<file path="config.mk">
export PLATFORM = sky130hd
export DESIGN_NAME = cache_controller
export DESIGN_NICKNAME = d
export VERILOG_FILES = /design/src/rtl/cache_controller.sv
export SDC_FILE = /design/constraint.sdc
export NUM_CORES = 2
export LEC_CHECK = 0
export BUFFER_PORTS_ARGS = -buffer_cell sky130_fd_sc_hd__buf_4
export CORE_MARGIN = 2
export CORE_UTILIZATION = 30
export CTS_BUF_LIST = sky130_fd_sc_hd__clkbuf_8
export DETAILED_ROUTE_END_ITERATION = 16
export GPL_TIMING_DRIVEN = 0
export SYNTH_ARGS = -nofsm -noshare
export SYNTH_HDL_FRONTEND = slang
export SYNTH_SLANG_ARGS = --single-unit
</file>
<file path="constraint.sdc">
create_clock -name clk -period 8.7 [get_ports clk]
set_input_delay 0.435 -clock clk [delete_from_list [all_inputs] [get_ports clk]]
set_output_delay 0.435 -clock clk [all_outputs]
set_load 0.02 [all_outputs]
</file>
<file path="src/rtl/cache_controller.sv">
// cache_controller: direct-mapped, write-back, write-allocate cache controller
// with 64 lines. It holds the tag, valid and dirty arrays. The data array is
// external and is steered through data_we, data_refill and data_index.
//
// Ports:
//   clk, rst       - clock; synchronous active-high reset
//   cpu_req_valid  - CPU request present
//   cpu_req_rw     - 1 = write, 0 = read
//   cpu_tag        - request tag (address[31:8])
//   cpu_index      - request line index (address[7:2])
//   cpu_req_ready  - block can accept a request (IDLE only)
//   cpu_done       - one-cycle completion pulse
//   hit, miss      - one-cycle first-lookup result pulses
//   mem_req_valid  - memory request active
//   mem_req_rw     - 1 = write-back, 0 = refill read
//   mem_req_addr   - block-aligned address {tag, index, 2'b00}
//   mem_ack        - memory completed the current request
//   data_we        - write CPU word into the data array at data_index
//   data_refill    - load the returned memory block at data_index
//   data_index     - latched request index
module cache_controller (
  input  logic        clk,
  input  logic        rst,
  input  logic        cpu_req_valid,
  input  logic        cpu_req_rw,
  input  logic [23:0] cpu_tag,
  input  logic [5:0]  cpu_index,
  output logic        cpu_req_ready,
  output logic        cpu_done,
  output logic        hit,
  output logic        miss,
  output logic        mem_req_valid,
  output logic        mem_req_rw,
  output logic [31:0] mem_req_addr,
  input  logic        mem_ack,
  output logic        data_we,
  output logic        data_refill,
  output logic [5:0]  data_index
);

  typedef enum logic [1:0] {
    IDLE       = 2'd0,
    COMPARE    = 2'd1,
    WRITE_BACK = 2'd2,
    ALLOCATE   = 2'd3
  } state_t;

  state_t      state, state_n;

  logic [23:0] tag_arr [64];
  logic [63:0] valid_arr;
  logic [63:0] dirty_arr;

  logic [23:0] req_tag;
  logic [5:0]  req_index;
  logic        req_rw;
  logic        first_lookup;

  logic        lookup_hit;

  assign lookup_hit = valid_arr[req_index] && (tag_arr[req_index] == req_tag);
  assign data_index = req_index;

  always_ff @(posedge clk) begin
    if (rst) state <= IDLE;
    else     state <= state_n;
  end

  always_comb begin
    state_n       = state;
    cpu_req_ready = 1'b0;
    cpu_done      = 1'b0;
    hit           = 1'b0;
    miss          = 1'b0;
    mem_req_valid = 1'b0;
    mem_req_rw    = 1'b0;
    mem_req_addr  = '0;
    data_we       = 1'b0;
    data_refill   = 1'b0;
    case (state)
      IDLE: begin
        cpu_req_ready = 1'b1;
        if (cpu_req_valid) state_n = COMPARE;
      end
      COMPARE: begin
        if (lookup_hit) begin
          cpu_done = 1'b1;
          hit      = first_lookup;
          data_we  = req_rw;
          state_n  = IDLE;
        end else begin
          miss = 1'b1;
          // Victim must be written back only if it holds modified data.
          if (valid_arr[req_index] && dirty_arr[req_index]) state_n = WRITE_BACK;
          else                                               state_n = ALLOCATE;
        end
      end
      WRITE_BACK: begin
        mem_req_valid = 1'b1;
        mem_req_rw    = 1'b1;
        mem_req_addr  = {tag_arr[req_index], req_index, 2'b00};
        if (mem_ack) state_n = ALLOCATE;
      end
      ALLOCATE: begin
        mem_req_valid = 1'b1;
        mem_req_rw    = 1'b0;
        mem_req_addr  = {req_tag, req_index, 2'b00};
        data_refill   = mem_ack;
        if (mem_ack) state_n = COMPARE;
      end
      default: state_n = IDLE;
    endcase
  end

  always_ff @(posedge clk) begin
    if (rst) begin
      valid_arr    <= '0;
      dirty_arr    <= '0;
      req_tag      <= '0;
      req_index    <= '0;
      req_rw       <= 1'b0;
      first_lookup <= 1'b0;
    end else begin
      case (state)
        IDLE: begin
          if (cpu_req_valid) begin
            req_tag      <= cpu_tag;
            req_index    <= cpu_index;
            req_rw       <= cpu_req_rw;
            first_lookup <= 1'b1;
          end
        end
        COMPARE: begin
          if (lookup_hit && req_rw) dirty_arr[req_index] <= 1'b1;
        end
        WRITE_BACK: begin
          if (mem_ack) dirty_arr[req_index] <= 1'b0;
        end
        ALLOCATE: begin
          if (mem_ack) begin
            valid_arr[req_index] <= 1'b1;
            dirty_arr[req_index] <= 1'b0;
            first_lookup         <= 1'b0;
          end
        end
        default: ;
      endcase
    end
  end

  // Tag storage needs no reset: an entry is only meaningful once its valid bit is set.
  always_ff @(posedge clk) begin
    if (!rst && state == ALLOCATE && mem_ack) tag_arr[req_index] <= req_tag;
  end

endmodule

</file>
==> metrics.yaml <==
outcome: "complete, but fails checks"
violations: "capacitance limit, slew limit, setup timing"
critPathCaptureType: "primary output"
cap_viol_max_count: 4
place_inst: 6637
ys_warn_count: 0
yosysSeqAreaShare_pct: 74.3
vias_per_cell: 5.70
power.total_w: 0.0200
track_usage_pct: 21.4
synth_area_per_cell_um2: 19.1
switching_share_pct: 30.3
peakVddDrop_mv: 0.174
synth.most_common_cell: "edfxtp_1"
area_growth_pct: 18.9
wire_per_inst_um: 34.4
syn-cell-area_mm2: 0.0666
antenna_found_initial: 16
hp-start: "cpu_tag[12]"
synth_edf_count: 1536
place.gp.congestion: 0.871
rsz0062_at_grt: "false"
start_util_pct: 30.1
setup_slack_ns: -0.0449
cts-root-buf: "clkbuf_8"
drtIter0Drc: 7149
instances_no_fill: 7173
synth_cells: 3481
die_w_um: 475
n_fill_cell: 20400
fin_skew_ns: 0.0798
path_class: "flop to primary output"
drive_gt1_share_pct: 27.1
dieArea_mm2: 0.226
slew_headroom_pct: -3.35
critPathMaxFanout: 11
min_period_ns: 8.74
hold_ws_ns: 0.226
dr.pass1.iters: 6
ys_dominant_reg_cell: "edfxtp_1"
clock-sinks: 1704
ys_top_cells_by_count: "edfxtp_1 (1536), mux4_2 (363), nand2_1 (224)"
total_leakage_power_nw: 25.7
ioPinCount: 81
fin_crit_sh_pct: 101
tns_ns: -0.0751
ff2ff_setup_slack_ns: 0.54
critPathSlowestCell: "a2111oi_1"
cts_buffers: 294
clk_latency_ns: 1.02
slew_viol_final: 33
hold_end: "req_tag[12]"
netlist_top_cells_area: "edfxtp_1 (69%), mux4_2 (12%), dfxtp_1 (5.0%)"
power_density_mw_per_mm2: 253
finalSetupViolations: 2
synthArstFlopShare_pct: 0
h-tree-depth: 5
fin_util_pct: 35.8
arrival_ns: 8.31
clockPowerShare_pct: 33.3
grt_pass1_vias: 38700
min_path_cells: 4
fp.coreArea_mm2: 0.221
combPwrFrac_pct: 19.5
dp_hpwl_um: 164000
tritoncts: "yes"
synth_cell_types: 68
crit_path_start_kind: "flop"
grt_start_max_net_pins: 68
hold_viol_final: 0
power_switching_w: 0.00606
worstPathCellList: "buf_2, clkbuf_1, clkbuf_1, nand3b_1, o22ai_1, nor4_1, or3_1, a2111oi_1, nand4_1, or4_4, nor2_1, nand2_1, nor2_1, buf_4"
yosysTopAreaCellShare_pct: 69.2
max_stage_delay_ns: 1.15
vias: 40900
route.detailed.drc: 0
rows: 173
final_nets: 4032
io_buffers: 78
overflow: 0
clk_transition_reported_paths_ns: 0.06
critPathRequiredTime_ns: 8.27
drt.antenna.violating_nets: 0
r2r_cells: 14
holdCritPathClass: "input pin to flop"
fmax_ghz: 0.114
pwr-share-seq_pct: 47.2
max_slew.worst_pin.slew_ns: 1.55
intPower_w: 0.0140
ys_ff_latch: 1704
routed_wl_um: 247000
chipHeight_um: 475
yosys.area.top_type: "edfxtp_1"
clockBufferDepth: 4
grt_pass1_wl_um: 328000
[through the flow]
stage	instance area, um^2	setup slack, ns
2_1_floorplan	66600	4.50
6_report	79200	-0.0449
3_5_place_dp	73700	1.05
4_1_cts	79200	0.265
3_3_place_gp	71000	0.591
5_1_grt	79200	0.0440
[registers in the layout, summed over array words and instances, names as in the netlist, named ones only]
| name | flops |
|---|---|
| first_lookup | 1 |
| valid_arr | 64 |
| req_tag | 24 |
| tag_arr | 1536 |
| state | 2 |
| data_index | 6 |
| req_rw | 1 |
[what timing repair did]
item / CTS / global route
buffers inserted: 0 / 0
endpoints found under the setup margin: 0 / 3
endpoints found under the hold margin: 40 / 0
hold buffers: 34 / 0
gates resized for setup: 0 / 1
[power by group through the flow]
stage | combinational [W] | clock (W) | sequential (W)
2_1_floorplan | 0.00195 | 0 | 0.00970
3_3_place_gp | 0.00338 | 0 | 0.00989
3_5_place_dp | 0.00379 | 0 | 0.00961
4_1_cts | 0.00381 | 0.00668 | 0.00943
5_1_grt | 0.00399 | 0.00702 | 0.00945
6_report | 0.00391 | 0.00667 | 0.00944
[critical path: cells and delay by family (launching register included)]
family / cells / cell delay (ns)
AND/OR/NAND/NOR: 8 / 2.92
buffers and inverters: 4 / 2.26
AO/OA/AOI/OAI: 2 / 1.75
flip-flops: 1 / 0.30
[cells by family after synthesis]
group / share of synthesized area [%]
AO/OA/AOI/OAI: 4.73
buffers and inverters: 1.79
XOR/XNOR: 0.276
AND/OR/NAND/NOR: 3.77
adder cells (fa/ha/maj): 0.0751
other: 0.00563
flip-flops: 74.3
multiplexers: 15.1
[metal layers]
| metal | track usage, % | wire length (um) | vias up |
|---|---|---|---|
| met5 | 0 | 56 | - |
| met4 | 9.96 | 12500 | 8 |
| met3 | 5.70 | 32700 | 662 |
| met2 | 32.9 | 112000 | 3385 |
| met1 | 28.1 | 89700 | 21500 |
| li1 | - | - | 15300 |
[worst max-delay path by stage]
stage	from	endpoint	cells after the start
after detailed placement	flop	flop	15
after global routing	flop	hit	14
final	flop	hit	14
after floorplan	flop	flop	18
after global placement	flop	flop	15
after CTS	flop	hit	14
[final cells by class]
class	instances	area [um^2]	share of cell area, %
diodes	9	22.5	0.0284
flip-flops and latches	1704	49500	62.5
clock buffers	311	4280	5.40
plain buffers	228	1140	1.44
clock inverters	181	866	1.09
well taps	2975	3720	4.70
repair buffers	215	3160	3.99
inverters	14	52.6	0.0663
multi-input cells	1536	16500	20.8
[placed cells by master, fill, tap and decap left out, drive strengths merged, types with 8 or more instances in the layout]
cell type	n
a221oi	16
nor2b	21
a31oi	22
or2	11
a22o	14
a22oi	72
o41ai	18
edfxtp	1536
nor3	31
nand2b	13
mux4	363
mux2i	173
inv	118
xnor2	16
o22ai	51
dlygate4sd3	34
buf	302
mux2	14
a211oi	16
clkinv	71
diode	9
and2	8
nand2	224
clkbuf	418
o221ai	10
or3	9
o21ai	32
nand3b	13
nor2	101
a21oi	69
o311ai	19
nor4	31
nand3	24
dfxtp	168
a21o	65
(Power assumes the default switching activity.)
